### config.mk
export PLATFORM = sky130hd
export DESIGN_NAME = seg_595_scan_chain_flat
export DESIGN_NICKNAME = d
export VERILOG_FILES = /design/src/rtl/seg_595_scan_chain_if.sv /design/src/rtl/seg_595_scan_chain.sv /design/src/flat_wrapper.sv
export SDC_FILE = /design/constraint.sdc
export NUM_CORES = 1
export LEC_CHECK = 0
export BUFFER_PORTS_ARGS = -buffer_cell sky130_fd_sc_hd__buf_4
export CELL_PAD_IN_SITES_DETAIL_PLACEMENT = 1
export CELL_PAD_IN_SITES_GLOBAL_PLACEMENT = 1
export CORE_UTILIZATION = 30
export DETAILED_ROUTE_END_ITERATION = 8
export PLACE_DENSITY = 0.66
export SLEW_MARGIN = 20
export SYNTH_ARGS = -nofsm -noshare
export SYNTH_HDL_FRONTEND = slang
export SYNTH_SLANG_ARGS = --single-unit
### constraint.sdc
create_clock -name sys_clk -period 2.4 [get_ports sys_clk]
set_input_delay 0.24 -clock sys_clk [delete_from_list [all_inputs] [get_ports sys_clk]]
set_output_delay 0.24 -clock sys_clk [all_outputs]
set_load 0.05 [all_outputs]
### src/rtl/seg_595_scan_chain_if.sv
// Serial bus toward a daisy-chained 74HC595 pair.
// The master drives shift/latch/data/enable plus the frame marker.
interface seg_595_scan_chain_if;
  logic shcp;
  logic stcp;
  logic ds;
  logic oe;
  logic frame_done;

  modport master (
    output shcp,
    output stcp,
    output ds,
    output oe,
    output frame_done
  );

  modport slave (
    input shcp,
    input stcp,
    input ds,
    input oe,
    input frame_done
  );
endinterface

### src/rtl/seg_595_scan_chain.sv
// Dynamic-scan 7-seg driver serialising {code, one-hot select} to two 595s.
// Optional BRIGHT_PWM_EN macro adds a 4-bit brightness PWM on oe.
module seg_595_scan_chain #(
  parameter int unsigned NUM_DIG      = 6,
  parameter int unsigned SEG_W        = 8,
  parameter int unsigned CNT_SCAN_MAX = 49_999,
  parameter int unsigned SHCP_DIV     = 2,
  parameter logic [SEG_W-1:0] SEG_OFF = {SEG_W{1'b1}}
) (
  input  logic                     sys_clk,
  input  logic                     sys_rst,
  input  logic [NUM_DIG*SEG_W-1:0] seg_data,
  input  logic [NUM_DIG-1:0]       dig_en,
  input  logic [3:0]               bright,
  seg_595_scan_chain_if.master     hc
);

  localparam int unsigned TOTAL = SEG_W + NUM_DIG;
  localparam int unsigned PW =
    (NUM_DIG > 1) ? $clog2(NUM_DIG) : 1;
  localparam int unsigned DW =
    (SHCP_DIV > 1) ? $clog2(SHCP_DIV) : 1;
  localparam int unsigned BW = $clog2(TOTAL);
  localparam int unsigned CW =
    (CNT_SCAN_MAX > 0) ? $clog2(CNT_SCAN_MAX + 1) : 1;

  typedef enum logic [1:0] {
    IDLE,
    SHIFT,
    LATCH,
    HOLD
  } state_e;

  logic [CW-1:0]      cnt_q;
  logic [CW-1:0]      cnt_d;
  logic               tick;
  state_e             state_q;
  logic [TOTAL-1:0]   sh_q;
  logic [PW-1:0]      ptr_q;
  logic [DW-1:0]      div_q;
  logic [BW-1:0]      bit_q;
  logic               shcp_q;
  logic               stcp_q;
  logic               fd_q;
  logic               oe_q;
  logic [SEG_W-1:0]   code;
  logic [NUM_DIG-1:0] sel;
  logic [TOTAL-1:0]   frame;
  logic               div_end;

  assign tick  = (cnt_q == CW'(CNT_SCAN_MAX));
  assign cnt_d = tick ? '0 : cnt_q + 1'b1;

  always_ff @(posedge sys_clk or posedge sys_rst) begin
    if (sys_rst) cnt_q <= '0;
    else         cnt_q <= cnt_d;
  end

  always_comb begin
    code = SEG_OFF;
    if (dig_en[ptr_q])
      code = seg_data[ptr_q*SEG_W +: SEG_W];
    sel = NUM_DIG'(1) << ptr_q;
  end

  assign frame   = {code, sel};
  assign div_end = (div_q == DW'(SHCP_DIV - 1));

  // ds is the shift register MSB, so it only moves on load or shcp fall
  always_ff @(posedge sys_clk or posedge sys_rst) begin
    if (sys_rst) begin
      state_q <= IDLE;
      sh_q    <= '0;
      ptr_q   <= '0;
      div_q   <= '0;
      bit_q   <= '0;
      shcp_q  <= 1'b0;
      stcp_q  <= 1'b0;
      fd_q    <= 1'b0;
    end else begin
      fd_q <= 1'b0;
      unique case (state_q)
        IDLE, HOLD: begin
          if (tick) begin
            sh_q    <= frame;
            div_q   <= '0;
            bit_q   <= '0;
            shcp_q  <= 1'b0;
            state_q <= SHIFT;
          end
        end
        SHIFT: begin
          if (!div_end) begin
            div_q <= div_q + 1'b1;
          end else begin
            div_q <= '0;
            if (!shcp_q) begin
              shcp_q <= 1'b1;
            end else begin
              shcp_q <= 1'b0;
              if (bit_q == BW'(TOTAL - 1)) begin
                stcp_q  <= 1'b1;
                state_q <= LATCH;
              end else begin
                bit_q <= bit_q + 1'b1;
                sh_q  <= {sh_q[TOTAL-2:0], 1'b0};
              end
            end
          end
        end
        LATCH: begin
          if (!div_end) begin
            div_q <= div_q + 1'b1;
          end else begin
            div_q   <= '0;
            stcp_q  <= 1'b0;
            state_q <= HOLD;
            if (ptr_q == PW'(NUM_DIG - 1)) begin
              fd_q  <= 1'b1;
              ptr_q <= '0;
            end else begin
              ptr_q <= ptr_q + 1'b1;
            end
          end
        end
        default: state_q <= IDLE;
      endcase
    end
  end

`ifdef BRIGHT_PWM_EN
  logic [3:0] pwm_q;
  logic [3:0] pwm_d;

  assign pwm_d = pwm_q + 4'd1;

  // oe is registered against the counter value it will sit beside
  always_ff @(posedge sys_clk or posedge sys_rst) begin
    if (sys_rst) begin
      pwm_q <= 4'd0;
      oe_q  <= 1'b1;
    end else begin
      pwm_q <= pwm_d;
      oe_q  <= !(pwm_d < bright);
    end
  end
`else
  logic unused_bright;
  assign unused_bright = ^bright;

  always_ff @(posedge sys_clk or posedge sys_rst) begin
    if (sys_rst) oe_q <= 1'b1;
    else         oe_q <= 1'b0;
  end
`endif

  assign hc.shcp       = shcp_q;
  assign hc.stcp       = stcp_q;
  assign hc.ds         = sh_q[TOTAL-1];
  assign hc.oe         = oe_q;
  assign hc.frame_done = fd_q;

endmodule

### src/flat_wrapper.sv
// flat-port wrapper written by rule: the top's interface ports become plain ports
module seg_595_scan_chain_flat 
#(
  parameter int unsigned NUM_DIG      = 6,
  parameter int unsigned SEG_W        = 8,
  parameter int unsigned CNT_SCAN_MAX = 49_999,
  parameter int unsigned SHCP_DIV     = 2,
  parameter logic [SEG_W-1:0] SEG_OFF = {SEG_W{1'b1}}
)
  (sys_clk, sys_rst, seg_data, dig_en, bright, hc_shcp, hc_stcp, hc_ds, hc_oe, hc_frame_done);
  seg_595_scan_chain_if hc_i ();
  input  logic sys_clk;
  input  logic sys_rst;
  input  logic [NUM_DIG*SEG_W-1:0] seg_data;
  input  logic [NUM_DIG-1:0] dig_en;
  input  logic [3:0] bright;
  output wire logic [$bits(hc_i.shcp)-1:0] hc_shcp;
  output wire logic [$bits(hc_i.stcp)-1:0] hc_stcp;
  output wire logic [$bits(hc_i.ds)-1:0] hc_ds;
  output wire logic [$bits(hc_i.oe)-1:0] hc_oe;
  output wire logic [$bits(hc_i.frame_done)-1:0] hc_frame_done;
  assign hc_shcp = hc_i.shcp;
  assign hc_stcp = hc_i.stcp;
  assign hc_ds = hc_i.ds;
  assign hc_oe = hc_i.oe;
  assign hc_frame_done = hc_i.frame_done;
  seg_595_scan_chain #(.NUM_DIG(NUM_DIG), .SEG_W(SEG_W), .CNT_SCAN_MAX(CNT_SCAN_MAX), .SHCP_DIV(SHCP_DIV), .SEG_OFF(SEG_OFF)) u_core (.sys_clk(sys_clk), .sys_rst(sys_rst), .seg_data(seg_data), .dig_en(dig_en), .bright(bright), .hc(hc_i));
endmodule
### Yosys cells after proc, flatten, opt, wreduce, memory -nomap -nowiden

Index checks and enable logic that the tools add are counted.

* add/sub/neg operators: 4
* $mul: 0
* divide/modulo/power cells: 0
* order comparisons: 1
* equal/unequal tests: 12
* shifts and indexed selects: 2
* multiplexer cells: 35
* bitwise operators: 0
* reductions and logical operators: 10

Operator list (count)
* 2-to-1 mux 14 bit: 4
* variable part select 48 x 7 -> 8 bit: 1
* one-hot mux 14 bit (2 select lines): 1
* adder 16 x 1 -> 16 bit (second input constant): 1
* equality test 16 bit (second input constant): 1
* 2-to-1 mux 16 bit: 1
* 2-to-1 mux 4 bit: 4
* AND reduction 5 bit: 3
* 2-to-1 mux 1 bit: 12
* 2-to-1 mux 2 bit: 5
* != test 2 x 1 -> 1 bit (second input constant): 5
* 2-to-1 mux 8 bit: 1
* one-hot mux 4 bit (2 select lines): 1
* one-hot mux 1 bit (2 select lines): 3
* one-hot mux 2 bit (3 select lines): 1
* left shift 1 x 3 -> 6 bit (first input constant): 1
* adder 4 x 1 -> 4 bit (second input constant): 1
* equality test 2 bit (second input constant): 2
* equality test 4 bit (second input constant): 1
* < comparator 3 x 4 -> 1 bit (second input constant): 1
* nonzero test 2 bit: 2
* OR reduction 2 bit: 2
* adder 3 x 1 -> 3 bit (second input constant): 1
* binary-select mux 1 bit (select 3 bit): 1
* other kinds (8): 8

* register bits after elaboration: 44
* latch bits: 0
* bits in writable memories: 0
* bits in read-only memories: 0
* input port bits: 60
* output and inout bits: 5
* memories kept: 0

### Depth between registers and ports, before layout

* depth in word-level cells: 5
* depth in mapped cells: 8
* depth with buffers taken out: 7

### Worst setup path after synthesis

Ideal clock, no wire load.

* path kind: register -> register
* from: reg u_core.cnt_q[11]
* to: reg u_core.sh_q[13]
* library setup time: 0.136 ns
* arrival: 2.090 ns
* data required time: 2.264 ns
* slack: 0.174 ns
* cell stages (with the launch flop): 7
* path buffers: 1
* period minus slack after synthesis: 2.226 ns
* path through: dfrtp_1 or4b_4 o41ai_4 o211ai_4 clkbuf_1 nand2_1 o31ai_2

* cells in the longest elaborated chain, start to end: 3

RTL lines
* start: declaration: RTL line seg_595_scan_chain.sv:34 `logic [CW-1:0] cnt_q;`
* start signal: assignment: RTL line seg_595_scan_chain.sv:56 `else cnt_q <= cnt_d;`
* equality test 16 bit: RTL line seg_595_scan_chain.sv:51 `assign tick = (cnt_q == CW'(CNT_SCAN_MAX));`
* != test 2 x 1 -> 1 bit (no line)
* AND reduction 5 bit (no line)
* end signal: assignment: RTL line seg_595_scan_chain.sv:85 `sh_q <= frame;`
* end signal: assignment: RTL line seg_595_scan_chain.sv:106 `sh_q <= {sh_q[TOTAL-2:0], 1'b0};`
* end: declaration: RTL line seg_595_scan_chain.sv:38 `logic [TOTAL-1:0] sh_q;`

Every way passes these cells.
A chain may end at the register's enable or synchronous reset.

### Final worst setup path

* from: reg u_core.cnt_q[11]
* to: reg u_core.sh_q[9]

Same word-level chain as after synthesis.

==> flow_metrics.tcl <==
set metrics [dict create \
    ys_ff_latch 44 \
    vias 2211 \
    clk_pin_slew_ns 0.09 \
    r2r_start "u_core.cnt_q[11]" \
    hold_depth 5 \
    die_w_um 95.7 \
    worst_setup_path_start_kind "flip-flop" \
    die_h_um 95.7 \
    async_flop_share_pct 100 \
    clockBufferDepth 2 \
    dpl.hpwl_mm 5.31 \
    dp.cells 419 \
    power.density_nw_per_um2 421 \
    rsz0062_at_grt "false" \
    dr.pass1.iters 2 \
    wl_per_cell_um 16.5 \
    min_period_ns 2.27 \
    grt_pass1_wl_mm 11.0 \
    syn_to_final_growth_pct 28.5 \
    worstHoldEndpoint "u_core.sh_q[9]" \
    post_cts_buffers 0 \
    stdcell_count 429 \
    root_buffer "clkbuf_8" \
    avgSynthCellArea_um2 10.2 \
    yosys_warnings 0 \
    worst-path-max-fanout 12 \
    min_period_over_period_pct 94.4 \
    clock.fmax_ghz 0.441 \
    power.total_mw 1.43 \
    numCtsBuffers 5 \
    cp.required_ns 2.60 \
    grt.overflow.total 0 \
    antenna_found_initial 0 \
    cts_tree "built" \
    setup_viol 0 \
    nets 390 \
    critPathArrivalTime_ns 2.47 \
    worst_pin_slew_ns 0.617 \
    drive_gt1_share_pct 31.2 \
    finalWeightedCongestion 0.712 \
    die_area_um2 9170 \
    core_area_um2 8340 \
    cap_violations 0 \
    mostFrequentLayoutCell "buf_4" \
    cp-end-kind "flip-flop" \
    n_antenna_cell 0 \
    setup_tns_ns 0 \
    drtIter0Drc 93 \
    grt_start_max_net_pins 38 \
    synth_fp_nets 325 \
    io_pins 65 \
    synth_cells 258 \
    row_count 33 \
    synth_edf_count 0 \
    drtAntennaViolNets 0 \
    leakagePower_nw 1.46 \
    r2r_slack_ns 0.13 \
    grt_pass1_vias 2214 \
    grt_usage_pct 15.6 \
    port_buffers 60 \
    status "finished, final reports clean" \
    r2r_cells 5 \
    final_cell_area_um2 3390 \
    cts_max_level 2 \
    drc 0 \
    drv_slew 0 \
    ys_seq_area_share_pct 41.8 \
    hold_viol_final 0 \
    vias_per_cell 5.15 \
    clock-sinks 44 \
    yosys_most_used_dff "dfrtp_1" \
    r2r_end "u_core.sh_q[9]" \
    skew_ns 0.0197 \
    worstSetupPathType "flip-flop to flip-flop" \
    ir_worst_vdd_mv 0.203 \
    hp-start "seg_data[35]" \
    finish.utilization_pct 40.6 \
    drt_wl_total_mm 7.06 \
    mostFrequentLayoutCells "buf_4 (70), dfrtp_1 (43), nand2_1 (25)" \
    start_util_pct 31.6 \
    maxSlewHeadroom_pct 57.8 \
    synth_area_um2 2640 \
    yosysUniqueCellTypes 45 \
    holdCritPathClass "input pin to flip-flop" \
    place_area_um2 3250 \
    worstSkewPairLatency_ns 0.30 \
]
## where the power goes
part	total (mW)	internal, mW	switching (mW)
sequential	0.743	0.742	0.000275
combinational	0.118	0.0765	0.0414
clock	0.566	0.312	0.254
## worst max-delay path, cell delays in order, from the launching register on
cell and delay [ns]:
dfrtp_1 0.44, or4b_4 0.59, o41ai_4 0.32, buf_4 0.25, o211ai_2 0.25, o31ai_1 0.31
## repair_timing
item,in CTS,in global routing
endpoints found under the hold margin,14,0
endpoints found under the setup margin,0,2
hold buffers,1,0
resized for setup,0,2
## synth_stat cells (all sizes together) (4+ instances only)
| cell type | number | share of area, % |
|---|---|---|
| a2111oi | 8 | 2.7 |
| a21oi | 6 | 1.1 |
| a22o | 4 | 1.3 |
| clkbuf | 13 | 1.9 |
| dfrtp | 43 | 41 |
| ha | 7 | 3.3 |
| inv | 10 | 1.4 |
| mux2i | 14 | 5.3 |
| mux4 | 9 | 7.7 |
| nand2 | 25 | 3.6 |
| nand3 | 14 | 2.7 |
| nor2 | 22 | 3.1 |
| nor2b | 11 | 2.6 |
| nor4 | 4 | 0.95 |
| o21ai | 11 | 2.1 |
| o31ai | 9 | 3.3 |
| xnor2 | 7 | 2.3 |
| xor2 | 7 | 2.3 |
## cell type report
| cell class | instances | area, µm² |
|---|---|---|
| Tap cell | 105 | 131 |
| Clock inverter | 1 | 30.0 |
| Fill cell | 960 | 4950 |
| Multi-Input combinational cell | 190 | 1460 |
| Inverter | 10 | 37.5 |
| Timing Repair Buffer | 72 | 556 |
| Clock buffer | 7 | 76.3 |
| Sequential cell | 44 | 1100 |
## cells by family after synthesis
| family | share of synthesized area, % |
|---|---|
| compound gates | 15.3 |
| xor+xnor | 4.65 |
| fa+ha+maj | 3.32 |
| buf+inv | 3.89 |
| flops | 41.8 |
| mux | 13.4 |
| other cells | 0.142 |
| simple gates | 17.4 |
## sequential cells by signal, indices dropped and copies added, names as in the netlist
name                  flops
u_core.hc.shcp            1
u_core.hc.stcp            1
u_core.div_end            1
u_core.state_q            2
u_core.bit_q              4
u_core.hc.frame_done      1
u_core.ptr_q              3
u_core.cnt_q             16
u_core.sh_q              14
u_core.hc.oe              1
## layer usage
layer  GRT usage (%)  wire [µm]  part of all wire (%)
met5               0          0                     0
met3            2.69         99                   1.4
met4            4.85         62                  0.88
met1            21.5       3280                    46
met2            24.9       3620                    51
## through the flow
step                      hold WS (ns)  setup slack (ns)
after floorplan                  0.449             0.174
after global placement           0.236             0.151
after detailed placement         0.248            0.0976
after CTS                        0.474            0.0664
after global routing             0.494            0.0407
final                            0.462             0.133
## how the worst max path moves through the flow
stage,start,slack [ns],end,cells after the start
finish,u_core.cnt_q[11],0.13,u_core.sh_q[9],5
floorplan,u_core.cnt_q[11],0.17,u_core.sh_q[13],6
detailed placement,u_core.cnt_q[11],0.1,u_core.sh_q[11],5
CTS,u_core.cnt_q[11],0.07,u_core.sh_q[8],5
global route,u_core.cnt_q[11],0.04,u_core.sh_q[9],5
global placement,u_core.cnt_q[11],0.15,u_core.bit_q[2],5
No activity file was read; power rests on OpenSTA's default activity.
